File: src/rtl/mult_share_arbiter_pkg.sv
// rtl/mult_share_arbiter_pkg.sv - shared state encoding and width helpers for the multiplier arbiter
package mult_share_arbiter_pkg;

  localparam logic [2:0] S_IDLE   = 3'd0;
  localparam logic [2:0] S_ISSUE  = 3'd1;
  localparam logic [2:0] S_SETTLE = 3'd2;
  localparam logic [2:0] S_WAIT   = 3'd3;
  localparam logic [2:0] S_RESP   = 3'd4;

  typedef enum logic [2:0] {
    ST_IDLE   = S_IDLE,
    ST_ISSUE  = S_ISSUE,
    ST_SETTLE = S_SETTLE,
    ST_WAIT   = S_WAIT,
    ST_RESP   = S_RESP
  } state_t;

  function automatic int clog2(input int value);
    int r;
    r = 0;
    while ((1 << r) < value) r++;
    return r;
  endfunction

  // An index needs at least one bit even for a degenerate single-entry vector.
  function automatic int idx_width(input int n_req);
    return (clog2(n_req) < 1) ? 1 : clog2(n_req);
  endfunction

  function automatic int prod_width(input int l_word);
    return 2 * l_word;
  endfunction

endpackage

File: src/rtl/mult_share_arbiter_rr_pick.sv
// rtl/mult_share_arbiter_rr_pick.sv - combinational round-robin picker, search starts just after rr_ptr
module rr_pick #(
  parameter int N_REQ = 4,
  parameter int IDX_W = 2
) (
  input  logic [N_REQ-1:0] req,
  input  logic [IDX_W-1:0] rr_ptr,
  output logic             found,
  output logic [IDX_W-1:0] idx
);

  int               j;
  logic [IDX_W-1:0] j_idx;

  always_comb begin
    found = 1'b0;
    idx   = '0;
    j     = 0;
    j_idx = '0;
    for (int k = 1; k <= N_REQ; k++) begin
      j     = (int'(rr_ptr) + k) % N_REQ;
      j_idx = IDX_W'(j);
      if (!found && req[j_idx]) begin
        found = 1'b1;
        idx   = j_idx;
      end
    end
  end

endmodule

File: src/rtl/mult_share_arbiter.sv
// rtl/mult_share_arbiter.sv - round-robin sharing of one start/ready multiplier among N_REQ requesters
module mult_share_arbiter
  import mult_share_arbiter_pkg::*;
#(
  parameter int N_REQ   = 4,
  parameter int l_word  = 4,
  parameter int TIMEOUT = 64
) (
  input  logic                      clock,
  input  logic                      reset,
  input  logic [N_REQ-1:0]          req,
  input  logic [N_REQ*l_word-1:0]   req_word1,
  input  logic [N_REQ*l_word-1:0]   req_word2,
  output logic [N_REQ-1:0]          gnt,
  output logic [N_REQ-1:0]          rsp_valid,
  output logic [2*l_word-1:0]       rsp_product,
  output logic                      busy,
  output logic                      err,
  output logic                      m_start,
  output logic [l_word-1:0]         m_word1,
  output logic [l_word-1:0]         m_word2,
  input  logic                      m_ready,
  input  logic [2*l_word-1:0]       m_product
);

  localparam int IDX_W = idx_width(N_REQ);
  localparam int P_W   = prod_width(l_word);
  localparam int WD_W  = clog2(TIMEOUT + 1);

  state_t            state_q, state_d;
  logic [IDX_W-1:0]  idx_q, rr_ptr_q, pick_idx;
  logic              pick_found;
  logic [WD_W-1:0]   wd_q;
  logic              wd_last;
  logic              grant_now;
  logic [N_REQ-1:0]  eff_req;
  logic [N_REQ-1:0]  one_lsb;

  // The requester just answered may still hold req during its rsp_valid cycle.
  assign eff_req   = req & ~rsp_valid;
  assign grant_now = (state_q == ST_IDLE) && m_ready && pick_found;
  assign wd_last   = (wd_q == WD_W'(TIMEOUT - 1));
  assign one_lsb   = {{(N_REQ-1){1'b0}}, 1'b1};

  rr_pick #(
    .N_REQ (N_REQ),
    .IDX_W (IDX_W)
  ) u_rr_pick (
    .req    (eff_req),
    .rr_ptr (rr_ptr_q),
    .found  (pick_found),
    .idx    (pick_idx)
  );

  always_ff @(posedge clock or negedge reset) begin
    if (!reset) state_q <= ST_IDLE;
    else        state_q <= state_d;
  end

  always_comb begin
    state_d = state_q;
    case (state_q)
      ST_IDLE:   if (grant_now) state_d = ST_ISSUE;
      ST_ISSUE:  state_d = ST_SETTLE;
      ST_SETTLE: state_d = ST_WAIT;
      ST_WAIT:   if (m_ready || wd_last) state_d = ST_RESP;
      ST_RESP:   state_d = ST_IDLE;
      default:   state_d = ST_IDLE;
    endcase
  end

  always_ff @(posedge clock or negedge reset) begin
    if (!reset) begin
      gnt         <= '0;
      rsp_valid   <= '0;
      rsp_product <= '0;
      busy        <= 1'b0;
      err         <= 1'b0;
      m_start     <= 1'b0;
      m_word1     <= '0;
      m_word2     <= '0;
      idx_q       <= '0;
      rr_ptr_q    <= IDX_W'(N_REQ - 1);
      wd_q        <= '0;
    end else begin
      gnt       <= '0;
      rsp_valid <= '0;
      m_start   <= 1'b0;
      busy      <= (state_d != ST_IDLE);
      case (state_q)
        ST_IDLE: begin
          if (grant_now) begin
            idx_q   <= pick_idx;
            gnt     <= one_lsb << pick_idx;
            m_word1 <= req_word1[int'(pick_idx)*l_word +: l_word];
            m_word2 <= req_word2[int'(pick_idx)*l_word +: l_word];
          end
        end
        ST_ISSUE:  m_start <= 1'b1;
        ST_SETTLE: wd_q <= '0;
        ST_WAIT: begin
          // A late ready on the expiring cycle still wins over the abort.
          if (m_ready) begin
            rsp_product <= m_product;
          end else if (wd_last) begin
            err         <= 1'b1;
            rsp_product <= {P_W{1'b0}};
          end else begin
            wd_q <= wd_q + 1'b1;
          end
        end
        ST_RESP: begin
          rsp_valid <= one_lsb << idx_q;
          rr_ptr_q  <= idx_q;
        end
        default: ;
      endcase
    end
  end

endmodule

File: config.mk
export PLATFORM = sky130hd
export DESIGN_NAME = mult_share_arbiter
export DESIGN_NICKNAME = d
export VERILOG_FILES = /design/src/rtl/mult_share_arbiter_pkg.sv /design/src/rtl/mult_share_arbiter_rr_pick.sv /design/src/rtl/mult_share_arbiter.sv
export SDC_FILE = /design/constraint.sdc
export NUM_CORES = 1
export LEC_CHECK = 0
export BUFFER_PORTS_ARGS = -buffer_cell sky130_fd_sc_hd__buf_2
export CAP_MARGIN = 20
export CORE_UTILIZATION = 52
export CTS_CLUSTER_SIZE = 25
export DETAILED_ROUTE_END_ITERATION = 7
export HOLD_SLACK_MARGIN = 0.02
export PLACE_DENSITY_LB_ADDON = 0.12
export RECOVER_POWER = 100
export SYNTH_ARGS = -nofsm -noshare
export SYNTH_HDL_FRONTEND = slang
export SYNTH_SLANG_ARGS = --single-unit
export TNS_END_PERCENT = 30
File: constraint.sdc
create_clock -name clock -period 4.8 [get_ports clock]
set_input_delay 0.96 -clock clock [delete_from_list [all_inputs] [get_ports clock]]
set_output_delay 0.96 -clock clock [all_outputs]
set_load 0.01 [all_outputs]
==> results of run 1 <==
[state kept, by name, summed over array words and instances, names as in the netlist]
| name | count |
|---|---|
| err | 1 |
| rsp_product | 8 |
| idx_q | 2 |
| state_q | 3 |
| wd_q | 7 |
| m_word1 | 4 |
| gnt | 4 |
| rsp_valid | 4 |
| m_start | 1 |
| busy | 1 |
| m_word2 | 4 |
| rr_ptr_q | 2 |
[cells in the final DEF, fill, tap and decap left out, drive strengths merged]
master / synthesis / layout
and2b: 2 / 2
nand3: 4 / 4
buf: 4 / 44
nor2: 20 / 20
inv: 5 / 5
a41o: 2 / 2
o2bb2ai: 1 / 1
dfrtp: 39 / 39
nand4b: 1 / 1
xor2: 4 / 4
nand2: 23 / 23
a22o: 11 / 11
nand4: 3 / 3
nand3b: 1 / 1
o21a: 1 / 1
a22oi: 1 / 1
nor2b: 1 / 1
a221oi: 1 / 1
dfstp: 2 / 2
ha: 1 / 1
o221ai: 8 / 8
o21ai: 4 / 4
nor3: 1 / 1
and2: 1 / 1
bufinv: 0 / 1
a21oi: 3 / 3
clkbuf: 2 / 35
o22ai: 1 / 1
mux2i: 16 / 16
nand2b: 5 / 5
mux2: 1 / 1
and3: 3 / 3
clkinv: 0 / 1
or2: 1 / 1
[critical path, cell delays in order]
cell                       delay [ns]
sky130_fd_sc_hd__buf_2           0.08
sky130_fd_sc_hd__and2b_1         0.19
sky130_fd_sc_hd__nor2_1          0.08
sky130_fd_sc_hd__nand3_1         0.10
sky130_fd_sc_hd__nand4b_1        0.51
sky130_fd_sc_hd__or2_0           0.61
sky130_fd_sc_hd__o221ai_1        0.26
[cell families (layout without fill, tap and decap cells)]
group	Yosys count	after routing	share of synthesized area, %
compound gates	33	33	14.9
xor+xnor	4	4	1.80
fa+ha+maj	1	1	0.643
buf+inv	11	86	3.15
flops	41	41	52.9
mux	17	17	8.81
simple gates	66	66	17.9
[metal layers]
layer  part of all wire [%]  GRT usage, %
met1                     47          26.8
met2                     47          34.4
met3                    5.5          5.80
met4                    1.2          6.82
met5                      0             0
[report_power, final]
part	switching (W)	internal, W
combinational	0.000255	0.000190
clock	0.000113	0.000154
sequential	0.0000890	0.000460
[stage by stage]
stage               total power, W  hold WS (ns)  setup WS (ns)
floorplan                 0.000877         0.456           2.69
global placement           0.00101         0.454           2.31
detailed placement         0.00102         0.451           2.19
CTS                        0.00129         0.468           2.48
global route               0.00135         0.513           1.93
finish                     0.00126         0.464           2.20
[how the worst min path moves through the flow]
stage	from	end	slack, ns	depth (start not counted)
global placement	err	err	0.45	1
detailed placement	err	err	0.45	1
CTS	err	err	0.47	1
floorplan	idx_q[0]	rsp_valid[2]	0.46	1
finish	err	err	0.46	1
global route	err	err	0.51	1
[area by class of cell]
type / count / area, µm² / share of cell area, %
timing repair buffer: 73 / 329 / 13.9
inverter: 5 / 18.8 / 0.792
clock buffer: 6 / 72.6 / 3.06
multi-input combinational: 121 / 828 / 35.0
sequential: 41 / 1030 / 43.4
clock inverter: 2 / 35.0 / 1.48
tap: 46 / 57.6 / 2.43
==> out/qor_table.md, run 1 <==
| Item | Value |
|---|---|
| Setup TNS | 0 ns |
| Area contributors post-synth | sky130_fd_sc_hd__dfrtp_1, sky130_fd_sc_hd__mux2i_1, sky130_fd_sc_hd__a22o_1 |
| Cell area reported after detailed placement | 0.00233 mm² |
| Number of distinct library cells after synthesis | 44 |
| Portion of synthesized cell area occupied by the leading cell type | 50.2% |
| Commonest cells in the synthesized netlist | sky130_fd_sc_hd__dfrtp_1, sky130_fd_sc_hd__nand2_1, sky130_fd_sc_hd__nor2_1 |
| Reg-to-reg startpoint | rsp_valid[3] |
| Number of synthesized flops with an enable pin | 0 |
| Start point of the critical path | req[3] |
| Wire length of the first global-routing pass | 6.38 mm |
| Average size of a mapped cell | 11.2 µm² |
| Drc violations | 0 |
| Start-to-end type of the worst setup path | primary input to register |
| Full die area | 0.00399 mm² |
| Required time at the worst-slack endpoint | 5.00 ns |
| Number of placement rows | 21 |
| Maximum fanout along the worst path | 15 |
| Max Transition Viols Final | 42 |
| Number of standard cells in the final layout excluding fillers | 294 |
| Drt wl/cell | 13.2 µm |
| All-layer global routing usage | 21.0% |
| Die Height | 63.2 µm |
| Initial DRT Pass Iterations | 4 |
| Post-CTS Hold Fix Bufs | 0 |
| Clock network latency to the later pin of the worst-skew pair | 0.29 ns |
| Critical Path End | m_word1[3] |
| Min Clock Period, post-route | 2.60 ns |
| Number of diodes | 0 |
| Internal reg-to-reg setup slack | 2.49 ns |
| Setup repair after global routing missed its margin | false |
| Mean number of vias per cell | 5.20 |
| Setup-violating endpoint count in the final report | 0 |
| Post-synthesis async set-or-reset flop share | 100% |
| Sequential element share of the synthesized area | 52.9% |
| Total CTS buffers | 5 |
| Area inside the core boundary | 0.00347 mm² |
| Number of antenna violations at the first check in global routing | 0 |
| Most frequently used flop master after synthesis | sky130_fd_sc_hd__dfrtp_1 |
| Horizontal die dimension | 63.2 µm |
| Filler cells | 325 |
| Final worst path period share | 54.1% |
| Dominant cell by count in the synthesized netlist | sky130_fd_sc_hd__dfrtp_1 |
| Number of warning messages in the yosys log | 0 |
| H-tree depth | 2 |
| Gr ovfl total | 0 |
| Achievable frequency | 385 MHz |
| Bufs on Longest Clock Path | 2 |
| Outcome | finished with violations |
| Drt first-iter violations | 34 |
| Violated checks | capacitance limit, slew limit |
| Critical path endpoint category | register |
| Worst reg2reg endpoint | m_word1[3] |
| Area growth from synthesis to layout | 21.8% |
| Half-perimeter wire length after detailed placement | 2.82 mm |
| Synth Instances | 173 |
| Number of top-level design ports | 74 |
| Routability congestion estimate from global placement | 0.725 |
| Reported leakage power | 1.19 nW |
| Input/output buffers | 73 |
| Resized cells post-CTS | 0 |
| Inst Count DP | 286 |
| Final design utilization | 68.3% |
| Antenna Violating Nets Remaining | 0 |
| CTS sink cnt | 41 |
| Clock root buffer | sky130_fd_sc_hd__clkbuf_8 |
| R2R cell count | 6 |
| Number of synthesized register bits | 41 |
| Wire length reported by the detailed router | 3.87 mm |
| CTS tree | built |
| Maximum resistive drop on vdd | 328 µV |
| Initial standard-cell utilization of the core | 56.1% |
| Design Area, Final | 0.00237 mm² |
| Layout cells sized above 1 | 25.4% |
| Relative slew slack | -37.1% |
| Total number of vias | 1,530 |
| Path type of the worst min-delay path | register to register |
| Crit path DAT | 2.80 ns |
| Count of max-cap constraint violations | 1 |
| Clock-pin transition on the worst setup and hold timing paths | 0.08 ns |
| Crit start category | primary input |
| Vias in the first global route | 1,438 |
| Slew of the pin with the lowest slew margin | 2.06 ns |
| Layout Nets | 295 |
| Post-Synthesis Net Count | 221 |
| Number of hold violations in the final report | 0 |
| Cell taking the most area after synthesis | sky130_fd_sc_hd__dfrtp_1 |
| Total power density per cell area | 532 mW/mm² |
| Netlist area before placement | 0.00195 mm² |
| Largest net degree at the start of global routing | 42 |
| # Post-CTS Setup Buffers | 0 |
| Worst Skew | 0.00738 ns |
Note: power is estimated with default switching activity, not from simulation.
==> run 2, diff against run 1 <==
- ABC_AREA: not set -> 1
- CORE_UTILIZATION: 52 -> 45
- clock period: 4.8 -> 2.1 ns (I/O delays scaled with it)
==> run 2 against run 1 <==
The run now ends clean. Synthesized area grew 15%. Clock power grew 87%. Cell count grew 52%. First-iteration DRC count grew to 2.6 times the previous value. Die area grew 32%. Clock skew shrank 0.0027 ns. Sequential cell count is the same. Largest power group is now combinational logic. Highest routed layer unchanged.
==> out/qor_table.md, run 2 <==
| Item | Value | vs previous |
|---|---|---|
| Relative slew slack | 31.8% | was -37.1% |
| Clock-pin transition on the worst setup and hold timing paths | 0.08 ns | about the same |
| Hold path cells | 3 | was 1 |
| Reported leakage power | 1.53 nW | was 1.19 nW |
| Max Transition Viols Final | 0 | was 42 |
| Routed length on met1 | 2.48 mm | was 1.80 mm |
| Area inside the core boundary | 0.00475 mm² | was 0.00347 mm² |
| Number of antenna violations at the first check in global routing | 0 | unchanged |
| Number of warning messages in the yosys log | 0 | unchanged |
| Path type of the worst min-delay path | primary input to register | was register to register |
| Maximum fanout along the worst path | 9 | was 15 |
| Synth Instances | 289 | was 173 |
| H-tree depth | 2 | unchanged |
| Crit start category | register | was primary input |
| Initial DRT Pass Iterations | 4 | unchanged |
| Final design utilization | 60.8% | was 68.3% |
| Setup repair after global routing missed its margin | true | was false |
| Largest net degree at the start of global routing | 42 | unchanged |
| Worst reg2reg endpoint | m_word2[3] | was m_word1[3] |
| Required time at the worst-slack endpoint | 2.32 ns | was 5.00 ns |
| Initial standard-cell utilization of the core | 47.0% | was 56.1% |
| Horizontal die dimension | 72.5 µm | was 63.2 µm |
| Wire length reported by the detailed router | 5.49 mm | was 3.87 mm |
| Drt wl/cell | 12.3 µm | was 13.2 µm |
| Start point of the critical path | rr_ptr_q[0] | was req[3] |
| Commonest cells in the synthesized netlist | sky130_fd_sc_hd__nand2_1, sky130_fd_sc_hd__nand3_1, sky130_fd_sc_hd__dfrtp_1 | was sky130_fd_sc_hd__dfrtp_1, sky130_fd_sc_hd__nand2_1, sky130_fd_sc_hd__nor2_1 |
| Commonest cells after routing, fill and taps aside | sky130_fd_sc_hd__nand2_1, sky130_fd_sc_hd__nand3_1, sky130_fd_sc_hd__buf_2 | was sky130_fd_sc_hd__buf_2, sky130_fd_sc_hd__dfrtp_1, sky130_fd_sc_hd__clkbuf_1 |
| Average size of a mapped cell | 7.74 µm² | was 11.2 µm² |
| Achievable frequency | 491 MHz |  |
| Total CTS buffers | 5 | unchanged |
| Number of synthesized register bits | 41 | unchanged |
| Cell taking the most area after synthesis | sky130_fd_sc_hd__dfrtp_1 | unchanged |
| Wire length of the first global-routing pass | 8.20 mm | was 6.38 mm |
| Number of placement rows | 25 | was 21 |
| Input/output buffers | 73 | unchanged |
| Vias in the first global route | 1,858 | was 1,438 |
| Post-synthesis async set-or-reset flop share | 100% | unchanged |
| Register ranked first by flip-flop count | rsp_product | unchanged |
| Filler cells | 464 | was 325 |
| Sequential element share of the synthesized area | 46.0% | was 52.9% |
| Routability congestion estimate from global placement | 0.845 | was 0.725 |
| Netlist area before placement | 0.00224 mm² | was 0.00195 mm² |
| Total power density per cell area | 1450 mW/mm² | was 532 mW/mm² |
| Min Clock Period, post-route | 2.04 ns |  |
| Reg-to-reg startpoint | rr_ptr_q[0] | was rsp_valid[3] |
| Top flop regs | rsp_product x8, wd_q x7 | unchanged |
| Slew of the pin with the lowest slew margin | 1.02 ns | was 2.06 ns |
| Mean number of vias per cell | 4.96 | was 5.20 |
| Number of hold violations in the final report | 0 | unchanged |
| Worst Hold Launch | m_product[3] | was err |
| Setup-violating endpoint count in the final report | 0 | unchanged |
| Area contributors post-synth | sky130_fd_sc_hd__dfrtp_1, sky130_fd_sc_hd__nand2_1, sky130_fd_sc_hd__nand3_1 | was sky130_fd_sc_hd__dfrtp_1, sky130_fd_sc_hd__mux2i_1, sky130_fd_sc_hd__a22o_1 |
| Portion of synthesized cell area occupied by the leading cell type | 43.6% | was 50.2% |
| CTS tree | built | unchanged |
| Drt first-iter violations | 88 | was 34 |
| Antenna Violating Nets Remaining | 0 | unchanged |
| Total length of routed met2 wires | 2.67 mm | was 1.81 mm |
| Number of synthesized flops with an enable pin | 0 | unchanged |
| Maximum resistive drop on vdd | 692 µV | was 328 µV |
| Worst Skew | 0.00467 ns | was 0.00738 ns |
| Post-Synthesis Net Count | 337 | was 221 |
| Routed length on met3 | 248 µm | was 212 µm |
| Layout Nets | 427 | was 295 |
| All-layer global routing usage | 20.0% | was 21.0% |
| Count of max-cap constraint violations | 0 | was 1 |
| Most frequently used flop master after synthesis | sky130_fd_sc_hd__dfrtp_1 | unchanged |
| Total number of vias | 2,216 | was 1,530 |
| Area growth from synthesis to layout | 29.4% | was 21.8% |
| Start-to-end type of the worst setup path | register to register | was primary input to register |
| Number of top-level design ports | 74 | unchanged |
| Outcome | completed | was finished with violations |
| Critical path endpoint category | register | unchanged |
| Layout cells sized above 1 | 27.4% | was 25.4% |
| Dominant cell by count in the synthesized netlist | sky130_fd_sc_hd__nand2_1 | was sky130_fd_sc_hd__dfrtp_1 |
| Die Height | 72.5 µm | was 63.2 µm |
| Number of diodes | 0 | unchanged |
| Final worst path period share | 97.1% |  |
| Top routing layer in use | met4 | unchanged |
| Clock network latency to the later pin of the worst-skew pair | 0.28 ns | was 0.29 ns |
| Internal reg-to-reg setup slack | 0.06 ns | was 2.49 ns |
| Gr ovfl total | 0 | unchanged |
| Most frequent standard cell in the layout excluding fill and tap cells | sky130_fd_sc_hd__nand2_1 | was sky130_fd_sc_hd__buf_2 |
| Overall power consumption | 0.00421 W | was 0.00126 W |
| Drc violations | 0 | unchanged |
| CTS sink cnt | 41 | unchanged |
| Number of distinct library cells after synthesis | 31 | was 44 |
| Crit path DAT | 2.26 ns | was 2.80 ns |
| Clock root buffer | sky130_fd_sc_hd__clkbuf_8 | unchanged |
| Bufs on Longest Clock Path | 2 | unchanged |
| Hold EP | rsp_product[3] | was err |
| R2R cell count | 14 | was 6 |
| Half-perimeter wire length after detailed placement | 3.72 mm | was 2.82 mm |
| Number of flip-flops in the largest register | 8 | unchanged |
| Full die area | 0.00525 mm² | was 0.00399 mm² |
[run 2: cell families (layout without fill, tap and decap cells)]
group	count (synthesis)	after routing	share of synthesized area (%)
flip-flops	41	41	46.0
AND/OR/NAND/NOR	203	205	42.9
adder cells (fa/ha/maj)	1	1	0.560
XOR/XNOR	2	2	0.784
multiplexers	1	1	0.448
AO/OA/AOI/OAI	8	8	2.07
buffers and inverters	33	122	7.27
[run 2: metal layers]
metal / vias to the layer above / global-route usage [%]
met3: 8 / 3.33
met2: 77 / 34.0
li1: 1116 / -
met1: 1015 / 26.1
met5: - / 0
met4: 0 / 6.54
[run 2: worst max-delay path by stage]
| stage | cells after the start | slack (ns) | endpoint |
|---|---|---|---|
| 4_1_cts | 11 | 0.14 | m_word2[0] |
| 6_report | 14 | 0.06 | m_word2[3] |
| 3_5_place_dp | 11 | 0.16 | m_word2[0] |
| 5_1_grt | 12 | -0.04 | m_word2[2] |
| 2_1_floorplan | 15 | 0.35 | m_word1[1] |
| 3_3_place_gp | 11 | 0.14 | m_word1[0] |
[run 2: cell type report]
class / instances / area [µm²] / share of cell area [%]
clock buffers: 7 / 76.3 / 2.64
clock inverters: 1 / 5.00 / 0.173
inverters: 26 / 108 / 3.72
multi-input cells: 217 / 1120 / 38.8
flip-flops and latches: 41 / 1030 / 35.6
well taps: 67 / 83.8 / 2.90
repair buffers: 88 / 470 / 16.3
[run 2: worst max-delay path: stages, from the launching register on]
cell	delay (ns)
sky130_fd_sc_hd__dfstp_2	0.59
sky130_fd_sc_hd__buf_12	0.13
sky130_fd_sc_hd__inv_8	0.04
sky130_fd_sc_hd__nand3_1	0.13
sky130_fd_sc_hd__nand3_2	0.12
sky130_fd_sc_hd__nand2_4	0.12
sky130_fd_sc_hd__nand2_2	0.09
sky130_fd_sc_hd__nand2_1	0.11
sky130_fd_sc_hd__nand2_2	0.10
sky130_fd_sc_hd__nand2_4	0.13
sky130_fd_sc_hd__buf_6	0.15
sky130_fd_sc_hd__nand3_1	0.07
sky130_fd_sc_hd__nand2_1	0.07
sky130_fd_sc_hd__nand2_1	0.05
sky130_fd_sc_hd__nand3_1	0.09
[run 2: timing repair]
action,in CTS,in global routing
setup endpoints to repair,0,8
buffers inserted,0,11
gates resized for setup,0,17
hold buffers,0,0
[run 2: per-stage QoR]
stage	hold slack, ns	worst slack (ns)	TNS, ns	area [µm²]	std cells
2_1_floorplan	0.124	0.346	0	2240	289
3_3_place_gp	0.453	0.143	0	2660	426
3_5_place_dp	0.458	0.164	0	2660	426
4_1_cts	0.209	0.139	0	2740	434
5_1_grt	0.375	-0.0358	-0.153	2890	447
6_report	0.365	0.0615	0	2890	447
[run 2: power by group]
part	internal, W	switching (W)
clock network	0.000234	0.000266
logic	0.000913	0.00157
registers	0.00106	0.000166
==> run 3, diff against run 2 <==
- CORE_UTILIZATION: 45 -> 50
- clock period: 2.1 -> 1.9 ns (I/O delays scaled with it)
==> run 3 against run 2 <==
The run now ends with setup timing left. Critical path type unchanged. Critical endpoint is now m_word1[3]. Register-to-register slack got worse by 0.16 ns. Power increased by 23%. Via count increased by 4.3%. Sequential power increased by 11%.
==> out/qor_table.md, run 3 (synthesis results as in run 2) <==
| Item | Value | vs previous |
|---|---|---|
| Total CTS buffers | 5 | unchanged |
| Total number of vias | 2,312 | was 2,216 |
| Initial DRT Pass Iterations | 4 | unchanged |
| Number of antenna violations at the first check in global routing | 0 | unchanged |
| CTS tree | built | unchanged |
| Wire length reported by the detailed router | 6.55 mm | was 5.49 mm |
| Max Transition Viols Final | 0 | unchanged |
| Worst Skew | 0.00785 ns | was 0.00467 ns |
| Drc violations | 0 | unchanged |
| Post-CTS Hold Fix Bufs | 0 | unchanged |
| Number of standard cells in the final layout excluding fillers | 434 | was 447 |
| Register ranked first by flip-flop count | rsp_product | unchanged |
| Antenna Violating Nets Remaining | 0 | unchanged |
| Sequential standard cell area | 0.00103 mm² | unchanged |
| Gr ovfl total | 0 | unchanged |
| Filler cells | 320 | was 464 |
| Path type of the worst min-delay path | primary input to register | unchanged |
| Drt first-iter violations | 172 | was 88 |
| Count of max-cap constraint violations | 0 | unchanged |
| Crit path DAT | 2.18 ns | was 2.26 ns |
| Inst Count DP | 412 | was 426 |
| Number of diodes | 0 | unchanged |
| Overall power consumption | 0.00518 W | was 0.00421 W |
| Input/output buffers | 73 | unchanged |
| Number of top-level design ports | 74 | unchanged |
| Most frequent standard cell in the layout excluding fill and tap cells | sky130_fd_sc_hd__nand2_1 | unchanged |
| Hold slack final | 0.305 ns | was 0.365 ns |
| CTS sink cnt | 41 | unchanged |
| Relative slew slack | 32.9% | was 31.8% |
| Violated checks | setup timing |  |
| Area inside the core boundary | 0.00414 mm² | was 0.00475 mm² |
| Footprint of the multi-input gates | 0.00130 mm² | was 0.00112 mm² |
| Final design utilization | 73.9% | was 60.8% |
| Reported leakage power | 1.60 nW | was 1.53 nW |
| Required time at the worst-slack endpoint | 2.08 ns | was 2.32 ns |
| Mean number of vias per cell | 5.33 | was 4.96 |
| Half-perimeter wire length after detailed placement | 3.75 mm | was 3.72 mm |
| Number of flip-flops in the largest register | 8 | unchanged |
| Initial standard-cell utilization of the core | 54.0% | was 47.0% |
| Clock-pin transition on the worst setup and hold timing paths | 0.09 ns | was 0.08 ns |
| Die Height | 68.9 µm | was 72.5 µm |
| Slew of the pin with the lowest slew margin | 1.01 ns | was 1.02 ns |
| Hold EP | rsp_product[3] | unchanged |
| Critical Path Max Stage Delay | 0.62 ns | was 0.59 ns |
| Total power density per cell area | 1690 mW/mm² | was 1450 mW/mm² |
| Number of hold violations in the final report | 0 | unchanged |
| Worst reg2reg endpoint | m_word1[3] | was m_word2[3] |
| Routability congestion estimate from global placement | 0.816 | was 0.845 |
| Commonest cells after routing, fill and taps aside | sky130_fd_sc_hd__nand2_1, sky130_fd_sc_hd__buf_2, sky130_fd_sc_hd__nand3_1 | was sky130_fd_sc_hd__nand2_1, sky130_fd_sc_hd__nand3_1, sky130_fd_sc_hd__buf_2 |
| Drt wl/cell | 15.1 µm | was 12.3 µm |
| Top flop regs | rsp_product x8, wd_q x7 | unchanged |
| All-layer global routing usage | 26.4% | was 20.0% |
| Crit start category | register | unchanged |
| Full die area | 0.00474 mm² | was 0.00525 mm² |
| Number of placement rows | 23 | was 25 |
| Clock network latency to the later pin of the worst-skew pair | 0.30 ns | was 0.28 ns |
| Critical path endpoint category | register | unchanged |
| Vias in the first global route | 2,031 | was 1,858 |
| R2R cell count | 13 | was 14 |
| Slowest CP cell | sky130_fd_sc_hd__dfstp_2 | unchanged |
| Achievable frequency | 500 MHz | was 491 MHz |
| Layout cells sized above 1 | 34.4% | was 27.4% |
| Setup repair after global routing missed its margin | true | unchanged |
| Horizontal die dimension | 68.9 µm | was 72.5 µm |
| Maximum fanout along the worst path | 8 | was 9 |
| Area growth from synthesis to layout | 36.9% | was 29.4% |
| Layout Nets | 431 | was 427 |
| Reg-to-reg startpoint | rr_ptr_q[1] | was rr_ptr_q[0] |
| Hold path cells | 3 | unchanged |
| Maximum resistive drop on vdd | 705 µV | was 692 µV |
| Wire length of the first global-routing pass | 9.10 mm | was 8.20 mm |
| Start-to-end type of the worst setup path | register to register | unchanged |
| Setup slack of the critical path after layout | -0.0998 ns | was 0.0615 ns |
| Setup-violating endpoint count in the final report | 9 | was 0 |
| Final worst path period share | 105% | was 97.1% |
| Min Clock Period, post-route | 2.00 ns | was 2.04 ns |
| Largest net degree at the start of global routing | 42 | unchanged |
| H-tree depth | 2 | unchanged |
| Cell repeated most along the worst path | sky130_fd_sc_hd__nand2_4 |  |
| Sequence of cells on the critical path | inv_2 -> nand2_2 -> nand2_4 -> nand2_1 -> nand2_2 -> nand2_4 -> nand2_4 -> nand2_4 -> nand3_4 -> nand2_2 -> nand2_1 -> nand2_1 -> nand3_1 | was buf_12 -> inv_8 -> nand3_1 -> nand3_2 -> nand2_4 -> nand2_2 -> nand2_1 -> nand2_2 -> nand2_4 -> buf_6 -> nand3_1 -> nand2_1 -> nand2_1 -> nand3_1 |
| Worst Hold Launch | m_product[3] | unchanged |
| Pre-CTS setup slack | -0.0812 ns | was 0.164 ns |
| Outcome | finished with violations | was completed |
| Clock root buffer | sky130_fd_sc_hd__clkbuf_8 | unchanged |
| Bufs on Longest Clock Path | 2 | unchanged |
| Internal reg-to-reg setup slack | -0.1 ns | was 0.06 ns |
==> run 3: cell count changes in the layout (fill, tap and decap cells not counted), moves of 3 or more <==
| cell | before | now |
|---|---|---|
| sky130_fd_sc_hd__nand2_2 | 12 | 17 |
| sky130_fd_sc_hd__nand2_4 | 4 | 12 |
| sky130_fd_sc_hd__nand2_1 | 101 | 88 |
| sky130_fd_sc_hd__clkbuf_1 | 29 | 26 |
| sky130_fd_sc_hd__nand3_4 | 3 | 9 |
| sky130_fd_sc_hd__buf_4 | 11 | 15 |
| sky130_fd_sc_hd__nand3_1 | 53 | 46 |
==> run 3: report_power, final <==
part,internal (W),switching [W]
combinational,0.00116,0.00208
sequential,0.00117,0.000194
clock,0.000254,0.000323
total,0.00258,0.00259
==> run 3: layer usage <==
layer,wire length [µm],global-route usage (%),up-vias
met3,370,6.74,21
met1,2640,31.5,1065
met4,183,11.2,0
met2,3350,44.9,102
li1,-,-,1124
met5,0,0,-
==> run 3: layout make-up <==
class,count,share of cell area [%]
Tap cell,50,2.04
Inverter,26,3.52
Clock buffer,5,2.25
Timing Repair inverter,1,0.204
Sequential cell,41,33.6
Clock inverter,3,0.572
Multi-Input combinational cell,218,42.4
Timing Repair Buffer,90,15.4
==> run 3: how the worst max path moves through the flow <==
stage | depth (start not counted) | from | endpoint
final | 13 | rr_ptr_q[1] | m_word1[3]
after global routing | 14 | rr_ptr_q[0] | m_word1[3]
after CTS | 14 | rr_ptr_q[0] | m_word2[1]
after detailed placement | 13 | rr_ptr_q[0] | m_word1[0]
after global placement | 13 | rr_ptr_q[0] | m_word1[3]
after floorplan | 15 | rr_ptr_q[0] | m_word1[1]
==> run 3: critical path: cells and delay by family, from the launching register on <==
family | cells | cell delay, ns
flip-flops | 1 | 0.62
buffers and inverters | 1 | 0.11
AND/OR/NAND/NOR | 12 | 1.12
==> run 3: timing repair <==
| item | CTS | global route |
|---|---|---|
| buffers inserted | 9 | 1 |
| pin swaps | 10 | 18 |
| setup endpoints to repair | 8 | 25 |
| resized for setup | 25 | 27 |
| cloned | 4 | 0 |
==> run 3: through the flow <==
| stage | cell area [µm²] | TNS [ns] |
|---|---|---|
| after global routing | 3060 | -1.63 |
| after CTS | 2980 | 0 |
| after detailed placement | 2670 | -0.581 |
| after floorplan | 2240 | 0 |
| after global placement | 2670 | -0.0358 |
| final | 3060 | -0.498 |
